--- config.mk ---
export PLATFORM = sky130hd
export DESIGN_NAME = inst_fetch_queue
export DESIGN_NICKNAME = d
export VERILOG_FILES = /design/src/rtl/pipeline_types.sv /design/src/rtl/fq_lane_compact.sv /design/src/rtl/inst_fetch_queue.sv
export SDC_FILE = /design/constraint.sdc
export NUM_CORES = 2
export LEC_CHECK = 0
export BUFFER_PORTS_ARGS = -buffer_cell sky130_fd_sc_hd__buf_2
export CORE_UTILIZATION = 57
export CTS_CLUSTER_DIAMETER = 200
export DETAILED_ROUTE_END_ITERATION = 8
export PLACE_DENSITY = 0.78
export SLEW_MARGIN = 40
export SYNTH_ARGS = -nofsm -noshare
export SYNTH_HDL_FRONTEND = slang
export SYNTH_SLANG_ARGS = --single-unit
export TNS_END_PERCENT = 30
--- constraint.sdc ---
create_clock -name clk -period 12.4 [get_ports clk]
set_input_delay 3.1 -clock clk [delete_from_list [all_inputs] [get_ports clk]]
set_output_delay 3.1 -clock clk [all_outputs]
set_load 0.02 [all_outputs]
--- src/rtl/pipeline_types.sv ---
// Shared pipeline type definitions.
// fq_entry_t   : one predecoded instruction as produced by fetch.
// FQ_DEPTH_DEFAULT : default number of fetch queue entries.
package pipeline_types;

    typedef struct packed {
        logic [31:0] pc;
        logic [31:0] inst;
        logic        is_branch;
        logic        pre_taken;
        logic [31:0] pre_target;
        logic        is_exception;
        logic [6:0]  exception_cause;
    } fq_entry_t;

    localparam int FQ_DEPTH_DEFAULT = 16;

endpackage

--- src/rtl/fq_lane_compact.sv ---
// Lane compaction helper: for a sparse valid mask, gives each lane the
// number of valid lanes below it (its slot offset when packed densely)
// and the total number of valid lanes.
// Ports:
//   valid   in  WIDTH         per-lane valid, lane 0 oldest
//   offset  out WIDTH x CW    packed slot offset of each lane
//   n_valid out CW            popcount of valid
module fq_lane_compact #(
    parameter  int WIDTH = 2,
    localparam int CW    = $clog2(WIDTH + 1)
) (
    input  logic [WIDTH-1:0]         valid,
    output logic [WIDTH-1:0][CW-1:0] offset,
    output logic [CW-1:0]            n_valid
);

    logic [CW-1:0] acc;

    // Running prefix sum: a lane's offset counts only lanes strictly below it.
    always_comb begin
        acc    = '0;
        offset = '0;
        for (int i = 0; i < WIDTH; i++) begin
            offset[i] = acc;
            acc       = acc + CW'(valid[i]);
        end
        n_valid = acc;
    end

endmodule

--- src/rtl/inst_fetch_queue.sv ---
// Multi-lane in-order instruction queue between fetch and decode.
// Sparse fetch lanes are compacted into a circular buffer; up to
// ISSUE_WIDTH oldest entries are presented to decode each cycle.
// Ports:
//   clk, rst   clock, synchronous active-high reset
//   flush      discard all contents (next cycle empty)
//   in_valid   per-lane fetch valid (may be sparse)
//   in_entry   fetch lane payloads, lane 0 oldest
//   in_ready   at least FETCH_WIDTH free slots
//   out_valid  contiguous prefix mask of presented entries
//   out_entry  oldest entries, lane 0 oldest
//   out_pop    number of presented entries consumed this cycle
//   count      current occupancy
module inst_fetch_queue
    import pipeline_types::*;
#(
    parameter  int FETCH_WIDTH = 2,
    parameter  int ISSUE_WIDTH = 2,
    parameter  int DEPTH       = FQ_DEPTH_DEFAULT,
    localparam int PW          = $clog2(DEPTH),
    localparam int CW          = $clog2(DEPTH + 1),
    localparam int OW          = $clog2(ISSUE_WIDTH + 1),
    localparam int FCW         = $clog2(FETCH_WIDTH + 1)
) (
    input  logic                              clk,
    input  logic                              rst,
    input  logic                              flush,
    input  logic      [FETCH_WIDTH-1:0]       in_valid,
    input  fq_entry_t [FETCH_WIDTH-1:0]       in_entry,
    output logic                              in_ready,
    output logic      [ISSUE_WIDTH-1:0]       out_valid,
    output fq_entry_t [ISSUE_WIDTH-1:0]       out_entry,
    input  logic      [OW-1:0]                out_pop,
    output logic      [CW-1:0]                count
);

    if ((DEPTH & (DEPTH - 1)) != 0 || DEPTH < 2 * FETCH_WIDTH || DEPTH < 2 * ISSUE_WIDTH) begin : g_bad_depth
        $error("inst_fetch_queue: DEPTH must be a power of two >= 2*max(FETCH_WIDTH, ISSUE_WIDTH)");
    end

    fq_entry_t mem [DEPTH];

    logic [PW-1:0] head;
    logic [PW-1:0] tail;
    logic [CW-1:0] cnt;

    logic [FETCH_WIDTH-1:0][FCW-1:0] lane_off;
    logic [FCW-1:0]                  lane_cnt;
    logic                            push_en;
    logic [CW-1:0]                   n_push;
    logic [CW-1:0]                   n_pop;

    fq_lane_compact #(.WIDTH(FETCH_WIDTH)) u_compact (
        .valid   (in_valid),
        .offset  (lane_off),
        .n_valid (lane_cnt)
    );

    // Ready is decided purely on registered occupancy, assuming all lanes
    // might be valid; a partial write is never performed.
    assign in_ready = (cnt <= CW'(DEPTH - FETCH_WIDTH));
    assign push_en  = in_ready && !flush && !rst;
    assign n_push   = push_en ? CW'(lane_cnt) : '0;
    // Over-pop is illegal; clamp so the pointers stay consistent anyway.
    assign n_pop    = (CW'(out_pop) > cnt) ? cnt : CW'(out_pop);
    assign count    = cnt;

    always_ff @(posedge clk) begin
        if (rst || flush) begin
            head <= '0;
            tail <= '0;
            cnt  <= '0;
        end else begin
            head <= head + PW'(n_pop);
            tail <= tail + PW'(n_push);
            cnt  <= cnt + n_push - n_pop;
        end
    end

    // Storage is never cleared; pointers alone define what is live.
    always_ff @(posedge clk) begin
        for (int i = 0; i < FETCH_WIDTH; i++) begin
            if (push_en && in_valid[i]) begin
                mem[tail + PW'(lane_off[i])] <= in_entry[i];
            end
        end
    end

    for (genvar g = 0; g < ISSUE_WIDTH; g++) begin : g_out
        assign out_valid[g] = (CW'(g) < cnt);
        assign out_entry[g] = mem[head + PW'(g)];
    end

    a_pop_le_count : assert property (@(posedge clk) disable iff (rst || flush)
        CW'(out_pop) <= cnt);
    a_no_push_not_ready : assert property (@(posedge clk) disable iff (rst)
        !in_ready |-> (n_push == '0));
    a_count_bound : assert property (@(posedge clk) disable iff (rst)
        cnt <= CW'(DEPTH));

endmodule

==> impl_results.md <==
* Mapped cell area at 98,300 um2
* Sequential area share after synthesis at 0.521
* GPL Wtd Cong at 0.851
* Antenna viol nets, final at 0
* First-pass GRT wire length at 422 mm
* Number of synthesized flops with an enable pin at 1,696
* Total die area at 174,000 um2
* Warnings, synthesis at 0
* Post-CTS setup buffers at 0
* Placed cell areas at 102,000 um2
* Total power at 16.5 mW
* Async S/R FF share, synth at 0
* H-tree level count at 4
* Chip width at 417 um
* Largest family of logic cells by synthesized area: multiplexers
* Area grow syn2layout at 10.4%
* Adder-Cell Fraction of Synth Area at 0.00285
* Rel. slew slack at 0.388
* Initial antenna violation count at 64
* Final #Nets at 5,613
* Util after Layout at 0.633
* Synth Net Count at 5,484
* Worst-path fanout max at 82
* CTS Buf Count at 187
* Die H at 417 um
* Fin worst setup slack at 3.95 ns
* Hold Path Class: reg2reg
* GR Overflow Total at 0
* Hold depth at 2
* Clock buffer depth at 3
* Vias in the first global route at 58,600
* Avg Cell Area, Syn at 18.7 um2
* Run status: finished, final reports clean
* IO Count at 439
* Core Region at 171,000 um2
* Mux cell area share after synthesis at 0.439
* Starting DRT DRC Count at 7,708
* Final Hold Vio Count at 0
* R2R cell count at 9
* Time the worst path needs with I/O delays and setup at 8.45 ns
* CTS tree: yes
* Cell count after synthesis at 5,245
* Root buffer cell: clkbuf_16
* Worst EP required at 9.30 ns
* Crit path kind: reg2out
* Compound-Gate Fraction of Synth Area at 0.00241
* Gr usage total at 0.338
* Ys flop type: edfxtp_1
* Via count at 57,500
* Final max-slew violation count at 0
* Setup TNS at 0 ns
* Tcrit/Tclk final at 0.682
* Crit end category: primary output
* Placed Cells at 7,490
* WL per Instance at 37.1 um
* Drt pass-1 iters at 5
* Final setup viols at 0
* FMAX at 0.118 GHz
* Num rows at 152
* Cell area after layout at 109,000 um2
* CTS Hold Bufs at 0
* Post-Synth Simple-Gate Area at 0.00365
* I/O Buffers at 438
* Largest net degree at the start of global routing at 133
* Final std cells w/o fill at 7,882
* Starting Density at 0.573
* Peak supply drop at 0.146 mV
* Pre-CTS setup slack at 4.55 ns
* Post-synthesis xor/xnor area fraction at 0.000891
* DRT Wirelength at 293 mm
* Post-CTS sizing at 0
* Crit path launch type: flip-flop
* Leakage at 33.9 nW
* Drt via density at 7.30
* Hold Slack at 0.705 ns
* Worst-path clk slew at 0.06 ns
* Worst clock skew at 0.0247 ns
* Crit path arrival time at 5.35 ns
* Post-route DRC at 0
* Seq cells post-synth at 1,709
* Maxcap violations at 0
* Insertion delay to the later sink of the worst-skew pair at 0.83 ns
* RSZ-0062 raised after global routing: no
* HPWL after detailed placement at 162 mm
* Measured slew at the worst slew-check pin at 0.919 ns
* Pwr Density at 152 nW/um2
* CTS Sinks at 1,709
* Yosys cell types at 43
* Share of post-route cells with drive strength above 1 at 0.652
## kinds of logic (layout without fill, tap and decap cells)
logic type / Yosys count / in the layout
compound gates: 35 / 35
xor+xnor: 10 / 10
fa+ha+maj: 20 / 20
buf+inv: 649 / 928
flops: 1709 / 1709
mux: 2757 / 2757
other cells: 1 / 49
simple gates: 64 / 64
## sequential cells by signal, summed over array words and instances (netlist names)
name	flops
mem	1696
count	5
head	4
tail	4
## power breakdown
group          total, mW  switching [mW]  internal (mW)
clock network       5.53            2.36           3.18
registers           6.47          0.0633           6.41
logic               4.53            2.34           2.19
total               16.5            4.76           11.8
## Yosys cell counts (4+ instances only)
cell      instances  area [um2]
clkbuf_1        300        1130
buf_2           247        1240
nor2b_1           6        37.5
buf_4            42         315
o21bai_1          6        45.0
mux2_1           28         315
edfxtp_1       1696       50900
mux2_4           34         510
o22ai_1           7        43.8
o21ai_0           8        40.0
mux2_2         1635       18400
inv_1            15        56.3
xnor2_1           4        35.0
fa_1              4        80.1
buf_6            13         146
buf_1            32         120
xor2_1            6        52.6
dfxtp_1          13         260
a21oi_1           6        30.0
and2_1            9        56.3
ha_1             16         200
mux4_2         1060       23900
nor2_1           13        48.8
nor2_2            4        25.0
nand2_1          11        41.3
nand3_1           4        20.0
## critical path, stage by stage, from the launching register on
cell	delay [ns]
dfxtp_4	0.77
buf_6	0.57
buf_4	0.73
buf_12	0.43
buf_16	0.43
mux4_2	0.58
mux4_2	0.53
buf_2	0.19
## placed cells by master, fill, tap and decap left out, drive strengths merged, types with 4 or more instances in the layout
cell / netlist / final
a21oi: 6 / 6
and2: 10 / 10
buf: 334 / 574
bufinv: 0 / 16
clkbuf: 300 / 240
clkinv: 0 / 72
clkinvlp: 0 / 4
dfxtp: 13 / 13
diode: 0 / 48
edfxtp: 1696 / 1696
fa: 4 / 4
ha: 16 / 16
inv: 15 / 22
mux2: 1697 / 1697
mux4: 1060 / 1060
nand2: 13 / 13
nand3: 5 / 5
nor2: 17 / 17
nor2b: 6 / 6
o21ai: 8 / 8
o21bai: 6 / 6
o22ai: 8 / 8
xnor2: 4 / 4
xor2: 6 / 6
## routing by layer
metal | up-vias | wire length (um) | GRT usage
li1 | 22500 | - | -
met1 | 30600 | 107000 | 0.449
met2 | 3697 | 143000 | 0.537
met3 | 665 | 28000 | 0.0609
met4 | 26 | 14800 | 0.177
met5 | - | 159 | 0
## path summary, 6_finish.rpt
check / start / to / slack [ns]
worst max-delay path: head[0] / out_entry[197] / 3.95
worst min-delay path: tail[0] / tail[0] / 0.70
worst max register to register: tail[0] / mem[1][65] / 7.80
worst min register to register: tail[0] / tail[0] / 0.70
## final cells by class
class,instances,area [um2]
repair buffers,574,3870
fillers,11800,62900
inverters,15,56.3
well taps,2310,2890
flip-flops and latches,1709,51200
clock inverters,99,923
diodes,48,120
multi-input cells,2887,44400
clock buffers,240,5010
(Power assumes the default switching activity.)
